File: config.mk
export PLATFORM = sky130hd
export DESIGN_NAME = cap_timing_gen
export DESIGN_NICKNAME = d
export VERILOG_FILES = /design/src/rtl/cap_timing_gen.sv
export SDC_FILE = /design/constraint.sdc
export NUM_CORES = 1
export LEC_CHECK = 0
export BUFFER_PORTS_ARGS = -buffer_cell sky130_fd_sc_hd__buf_2
export CORE_ASPECT_RATIO = 0.7
export CORE_MARGIN = 5
export CORE_UTILIZATION = 40
export DETAILED_ROUTE_END_ITERATION = 16
export PLACE_DENSITY = 0.62
export SLEW_MARGIN = 40
export SYNTH_ARGS = -nofsm -noshare
export SYNTH_HDL_FRONTEND = slang
export SYNTH_SLANG_ARGS = --single-unit
File: constraint.sdc
create_clock -name PCLK_CAP_i -period 2.3 [get_ports PCLK_CAP_i]
set_input_delay 0.46 -clock PCLK_CAP_i [delete_from_list [all_inputs] [get_ports PCLK_CAP_i]]
set_output_delay 0.46 -clock PCLK_CAP_i [all_outputs]
set_load 0.005 [all_outputs]
File: src/rtl/cap_timing_gen.sv
// cap_timing_gen: capture-side input pipeline, active-area coordinates, frame-change strobe and h/v total measurement.
// Field-ID / interlace detection is compiled in only when CAP_FID_DETECT_EN is defined.
module cap_timing_gen #(
  parameter int FC_LINES = 2
) (
  input  logic        PCLK_CAP_i,
  input  logic        reset_n,
  input  logic [7:0]  R_i,
  input  logic [7:0]  G_i,
  input  logic [7:0]  B_i,
  input  logic        HSYNC_i,
  input  logic        VSYNC_i,
  input  logic        DE_i,
  output logic [7:0]  R_o,
  output logic [7:0]  G_o,
  output logic [7:0]  B_o,
  output logic        HSYNC_o,
  output logic        VSYNC_o,
  output logic        DE_o,
  output logic [10:0] xpos_o,
  output logic [10:0] ypos_o,
  output logic        frame_change_o,
  output logic        FID_o,
  output logic        interlaced_o,
  output logic [11:0] h_total_o,
  output logic [10:0] v_total_o
);

  logic [7:0]  r_r_s1, r_g_s1, r_b_s1;
  logic        r_hs_s1, r_vs_s1, r_de_s1;
  logic        r_hs_s2, r_vs_s2, r_de_s2;
  logic [11:0] r_h_cnt;
  logic [10:0] r_v_cnt;
  logic [3:0]  r_fc_cnt;
  logic        r_first_line;
  logic        r_h_seen;
  logic        r_v_seen;

  logic        w_hs_edge, w_vs_edge, w_de_rise;
  logic [10:0] w_v_cnt_inc;

  assign w_hs_edge   = ~r_hs_s1 & r_hs_s2;
  assign w_vs_edge   = ~r_vs_s1 & r_vs_s2;
  assign w_de_rise   = r_de_s1 & ~r_de_s2;
  // A coincident HS edge counts toward the field that is closing.
  assign w_v_cnt_inc = (w_hs_edge && r_v_cnt != 11'h7FF) ? r_v_cnt + 11'd1 : r_v_cnt;

  // Sync registers reset to their idle (high) level so no edge is seen on the first clock.
  always_ff @(posedge PCLK_CAP_i or negedge reset_n) begin
    if (!reset_n) begin
      r_r_s1  <= 8'd0;
      r_g_s1  <= 8'd0;
      r_b_s1  <= 8'd0;
      r_hs_s1 <= 1'b1;
      r_vs_s1 <= 1'b1;
      r_de_s1 <= 1'b0;
      r_hs_s2 <= 1'b1;
      r_vs_s2 <= 1'b1;
      r_de_s2 <= 1'b0;
      R_o     <= 8'd0;
      G_o     <= 8'd0;
      B_o     <= 8'd0;
      HSYNC_o <= 1'b1;
      VSYNC_o <= 1'b1;
      DE_o    <= 1'b0;
    end else begin
      r_r_s1  <= R_i;
      r_g_s1  <= G_i;
      r_b_s1  <= B_i;
      r_hs_s1 <= HSYNC_i;
      r_vs_s1 <= VSYNC_i;
      r_de_s1 <= DE_i;
      r_hs_s2 <= r_hs_s1;
      r_vs_s2 <= r_vs_s1;
      r_de_s2 <= r_de_s1;
      R_o     <= r_r_s1;
      G_o     <= r_g_s1;
      B_o     <= r_b_s1;
      HSYNC_o <= r_hs_s1;
      VSYNC_o <= r_vs_s1;
      DE_o    <= r_de_s1;
    end
  end

  always_ff @(posedge PCLK_CAP_i or negedge reset_n) begin
    if (!reset_n) begin
      xpos_o       <= 11'd0;
      ypos_o       <= 11'd0;
      r_first_line <= 1'b0;
    end else begin
      if (w_de_rise)
        xpos_o <= 11'd0;
      else if (r_de_s1 && xpos_o != 11'h7FF)
        xpos_o <= xpos_o + 11'd1;
      if (w_de_rise) begin
        if (r_first_line) begin
          ypos_o       <= 11'd0;
          r_first_line <= 1'b0;
        end else if (ypos_o != 11'h7FF) begin
          ypos_o <= ypos_o + 11'd1;
        end
      end
      if (w_vs_edge)
        r_first_line <= 1'b1;
    end
  end

  // Totals are only published once a full line/field has been observed since reset.
  always_ff @(posedge PCLK_CAP_i or negedge reset_n) begin
    if (!reset_n) begin
      r_h_cnt   <= 12'd0;
      r_v_cnt   <= 11'd0;
      r_h_seen  <= 1'b0;
      r_v_seen  <= 1'b0;
      h_total_o <= 12'd0;
      v_total_o <= 11'd0;
    end else begin
      if (w_hs_edge) begin
        if (r_h_seen)
          h_total_o <= (r_h_cnt == 12'hFFF) ? 12'hFFF : r_h_cnt + 12'd1;
        r_h_seen <= 1'b1;
        r_h_cnt  <= 12'd0;
      end else if (r_h_cnt != 12'hFFF) begin
        r_h_cnt <= r_h_cnt + 12'd1;
      end
      if (w_vs_edge) begin
        if (r_v_seen)
          v_total_o <= w_v_cnt_inc;
        r_v_seen <= 1'b1;
        r_v_cnt  <= 11'd0;
      end else begin
        r_v_cnt <= w_v_cnt_inc;
      end
    end
  end

  always_ff @(posedge PCLK_CAP_i or negedge reset_n) begin
    if (!reset_n) begin
      frame_change_o <= 1'b0;
      r_fc_cnt       <= 4'd0;
    end else if (w_vs_edge) begin
      frame_change_o <= 1'b1;
      r_fc_cnt       <= 4'(FC_LINES);
    end else if (w_hs_edge && frame_change_o) begin
      if (r_fc_cnt <= 4'd1) begin
        frame_change_o <= 1'b0;
        r_fc_cnt       <= 4'd0;
      end else begin
        r_fc_cnt <= r_fc_cnt - 4'd1;
      end
    end
  end

`ifdef CAP_FID_DETECT_EN
  logic [11:0] w_fid_lo, w_fid_hi;
  logic        w_fid_new;

  // Field 1 when VSYNC falls in the middle half of the line (quarter to three-quarter point).
  assign w_fid_lo  = {2'b00, h_total_o[11:2]};
  assign w_fid_hi  = w_fid_lo + {1'b0, h_total_o[11:1]};
  assign w_fid_new = (r_h_cnt >= w_fid_lo) && (r_h_cnt < w_fid_hi);

  always_ff @(posedge PCLK_CAP_i or negedge reset_n) begin
    if (!reset_n) begin
      FID_o        <= 1'b0;
      interlaced_o <= 1'b0;
    end else if (w_vs_edge) begin
      FID_o        <= w_fid_new;
      interlaced_o <= w_fid_new ^ FID_o;
    end
  end
`else
  assign FID_o        = 1'b0;
  assign interlaced_o = 1'b0;
`endif

endmodule

==> flow_summary.yaml <==
run_status:
  outcome: "complete, no violations"
clock_tree:
  cts-resized-gates: 0
  clk_pin_slew_worst_paths_ns: 0.06
  htreeDepth: 4
  cts_setup_buffers: 0
  cts_tree: "done"
  cts-root-buf: "clkbuf_16"
  clock_sinks: 130
  cts_hold_buf: 0
  worstSkewPairLatency_ns: 0.40
  cts_buffers: 17
  clockBufferDepth: 2
sta:
  layout_min_cycle_time_ns: 1.90
  fin_crit_sh: 0.826
  setup_violations: 0
  fmax_mhz: 526
  slew_viol_final: 0
  skew_ns: 0.0107
  finalHoldViolations: 0
  holdWs_ns: 0.0471
  slew_headroom: 0.567
  fin_setup_tns_ns: 0
  rsz0062_at_grt: "false"
  worst_slew_pin_slew_ns: 0.648
yosys:
  synth_top_family_by_area: "simple AND/OR/NAND/NOR gates"
  postSynthCellCount: 445
  async_reset_ff_frac: 1.00
  synth_edf_count: 0
  yosys.area.top_type: "dfrtp_1"
  synth_area_mm2: 0.00512
  ys_seq_area_frac: 0.637
  synthTopCellsByArea: "dfrtp_1, nor2_1, nand2_1"
  synthDistinctLibCells: 62
  avgSynthCellArea_um2: 11.5
  yosys.area_share.simple: 0.185
  synth-xor-area-share: 0.0103
  yosys.area_share.adder: 0.0147
  ys_seq_elements: 130
  yosys.area.top_type_share: 0.616
  synth_compound_area_frac: 0.112
  yosysWarnings: 0
  synthFlopType: "dfrtp_1"
  synthMuxAreaShare: 0.0198
setup_path:
  slowest_stage: "nor4_4"
  critical_path_buf_inv_count: 0
  critical_path.max_fanout: 9
  cp_top_family: "simple AND/OR/NAND/NOR gates"
  path_cells: "ha_1, nand2_1, nor4_4, mux2i_1, nor2_1"
  worst_setup_path_start_kind: "register"
  path_class: "reg2reg"
  end_kind: "register"
  worst-endpoint-required_ns: 2.58
  arrival_ns: 2.18
  cp_slowest_stage_delay_ns: 0.58
drt:
  wl_met2_um: 4720
  wl_per_cell_um: 14.8
  dr.max_layer_used: "met4"
  vias: 3751
  drt_iter0_drc: 232
  dr.pass1.iters: 5
  dr_wl_met3_um: 880
  drt-met1-wl_um: 5130
  routed_wl_um: 10800
  drc: 0
  via_per_inst: 5.13
  ant_nets: 0
grt:
  grt_pass1_wl_um: 18700
  grt_usage: 0.148
  grt_pass1_vias: 3707
  overflow: 0
  antenna_found_initial: 0
  grt_max_degree: 83
power_and_ir_drop:
  p_leak_uw: 0.00302
  p_comb_frac: 0.093
  internal-power_uw: 4160
  p_switching_uw: 1530
  swShare: 0.270
  seq_power_share: 0.467
  clkPwrFrac: 0.440
  peakVddDrop_v: 0.000527
  p_per_area_mw_per_mm2: 892
floorplanning:
  rows: 34
  die_x_um: 145
  ioPinCount: 104
  start_util: 0.411
  die_h_um: 105
  coreArea_mm2: 0.0125
  dieArea_mm2: 0.0152
finish:
  diodes: 0
  syn_to_final_growth_pct: 24.6
  layout.nets: 591
  drive_above_1_share: 0.281
  final_cells: 731
place:
  routabilityCongestion: 0.829
  numPortBuffers: 101
  hpwl_um: 7370
  dp_cells: 699
worst_hold_path:
  hold_path_class: "in2async"
run:
  max-cap-violations: 0
## flip-flops by register name (all words and copies together), names as in the netlist
signal,flops
v_total_o,11
r_h_cnt,12
r_g_s1,8
r_v_seen,1
r_vs_s1,1
r_r_s1,8
r_fc_cnt,4
frame_change_o,1
B_o,8
r_first_line,1
r_b_s1,8
r_v_cnt,11
ypos_o,11
r_h_seen,1
r_hs_s1,1
r_hs_s2,1
G_o,8
r_vs_s2,1
r_de_s2,1
h_total_o,12
xpos_o,11
R_o,8
r_de_s1,1
## layer usage
metal	track usage	vias to the layer above
met5	0	-
met4	0.0439	0
met3	0.0632	6
met2	0.206	109
met1	0.211	1825
li1	-	1811
## synth_stat cells (4+ instances only)
| library cell | instances |
|---|---|
| nor2_1 | 46 |
| a21oi_1 | 15 |
| o21ai_0 | 29 |
| dfstp_2 | 4 |
| dfrtp_1 | 126 |
| nand2b_1 | 5 |
| and4_1 | 4 |
| and2_1 | 4 |
| clkbuf_1 | 10 |
| nor3_1 | 10 |
| or3_1 | 5 |
| nand3_1 | 19 |
| a31oi_1 | 10 |
| nand2_1 | 44 |
| mux2i_1 | 9 |
| o31ai_1 | 5 |
| ha_1 | 6 |
| inv_1 | 8 |
| nand4_1 | 7 |
| nor4_1 | 6 |
| nor2b_1 | 7 |
| and3_1 | 4 |
## worst paths after layout
kind	endpoint	cells after the start	slack [ns]	start
worst min register to register	G_o[6]	0	0.34	r_g_s1[6]
worst min-delay path	r_h_cnt[6]	2	0.05	reset_n
worst max-delay path	r_h_cnt[1]	5	0.40	r_h_cnt[0]
worst max register to register	r_h_cnt[1]	5	0.40	r_h_cnt[0]
min in group PCLK_CAP_i	r_hs_s1	1	0.15	HSYNC_i
max in group asynchronous	r_vs_s2	2	1.81	reset_n
## cells in the final DEF, fill, tap and decap left out, types with 3 or more instances in the layout
master	Yosys	final
or2_2	3	3
a31o_2	3	3
mux2i_1	9	9
xor2_1	3	3
and3_1	4	4
buf_2	1	100
nand2b_1	5	5
dfrtp_1	126	126
ha_1	6	6
buf_4	2	5
o21ai_0	29	29
nand4_1	7	7
xnor2_1	3	3
or4_1	3	3
inv_6	0	8
nand2_1	44	44
a31oi_1	10	10
inv_1	8	8
a21oi_1	15	15
clkbuf_16	0	17
nand3_1	19	19
dfstp_2	4	4
nor2_1	46	46
nor4_1	6	6
and2_1	4	4
or3_1	5	5
nor2b_1	7	7
a21o_1	3	3
nor3_1	10	10
and4_1	4	4
o31ai_1	5	5
## through the flow
step	utilization	setup slack [ns]	area, um2	total power (uW)
floorplan	-	0.617	5120	2940
global placement	0.467	0.487	5830	3210
detailed placement	0.467	0.425	5830	3230
CTS	0.512	0.405	6380	5780
global route	0.512	0.224	6380	5990
finish	0.512	0.400	6380	5690
## area by class of cell
type	count	area (um2)
Timing Repair Buffer	107	578
Multi-Input combinational cell	292	1760
Fill cell	1153	6080
Clock inverter	14	115
Clock buffer	18	439
Inverter	8	30.0
Tap cell	162	203
Sequential cell	130	3260
## power by group through the flow
stage                     registers (uW)  logic [uW]  clock network (uW)
after CTS                           2650         547                2570
after detailed placement            2690         542                   0
after floorplan                     2660         281                   0
final                               2660         531                2500
after global routing                2690         609                2690
after global placement              2680         527                   0
## worst register-to-register path, stage by stage, from the launching register on
cell and delay, ns:
dfrtp_1 0.44, ha_1 0.28, nand2_1 0.18, nor4_4 0.58, mux2i_1 0.25, nor2_1 0.05
## cells by family (layout without fill, tap and decap cells)
group,Yosys count,count (layout)
and+or+nand+nor,181,181
xor gates and xnor gates,6,6
adders and majority gates,6,6
muxes,10,10
buffers and inverters,24,147
DFF,130,130
AOI/OAI and AO/OA,87,87
other,1,2
(Power assumes the default switching activity.)
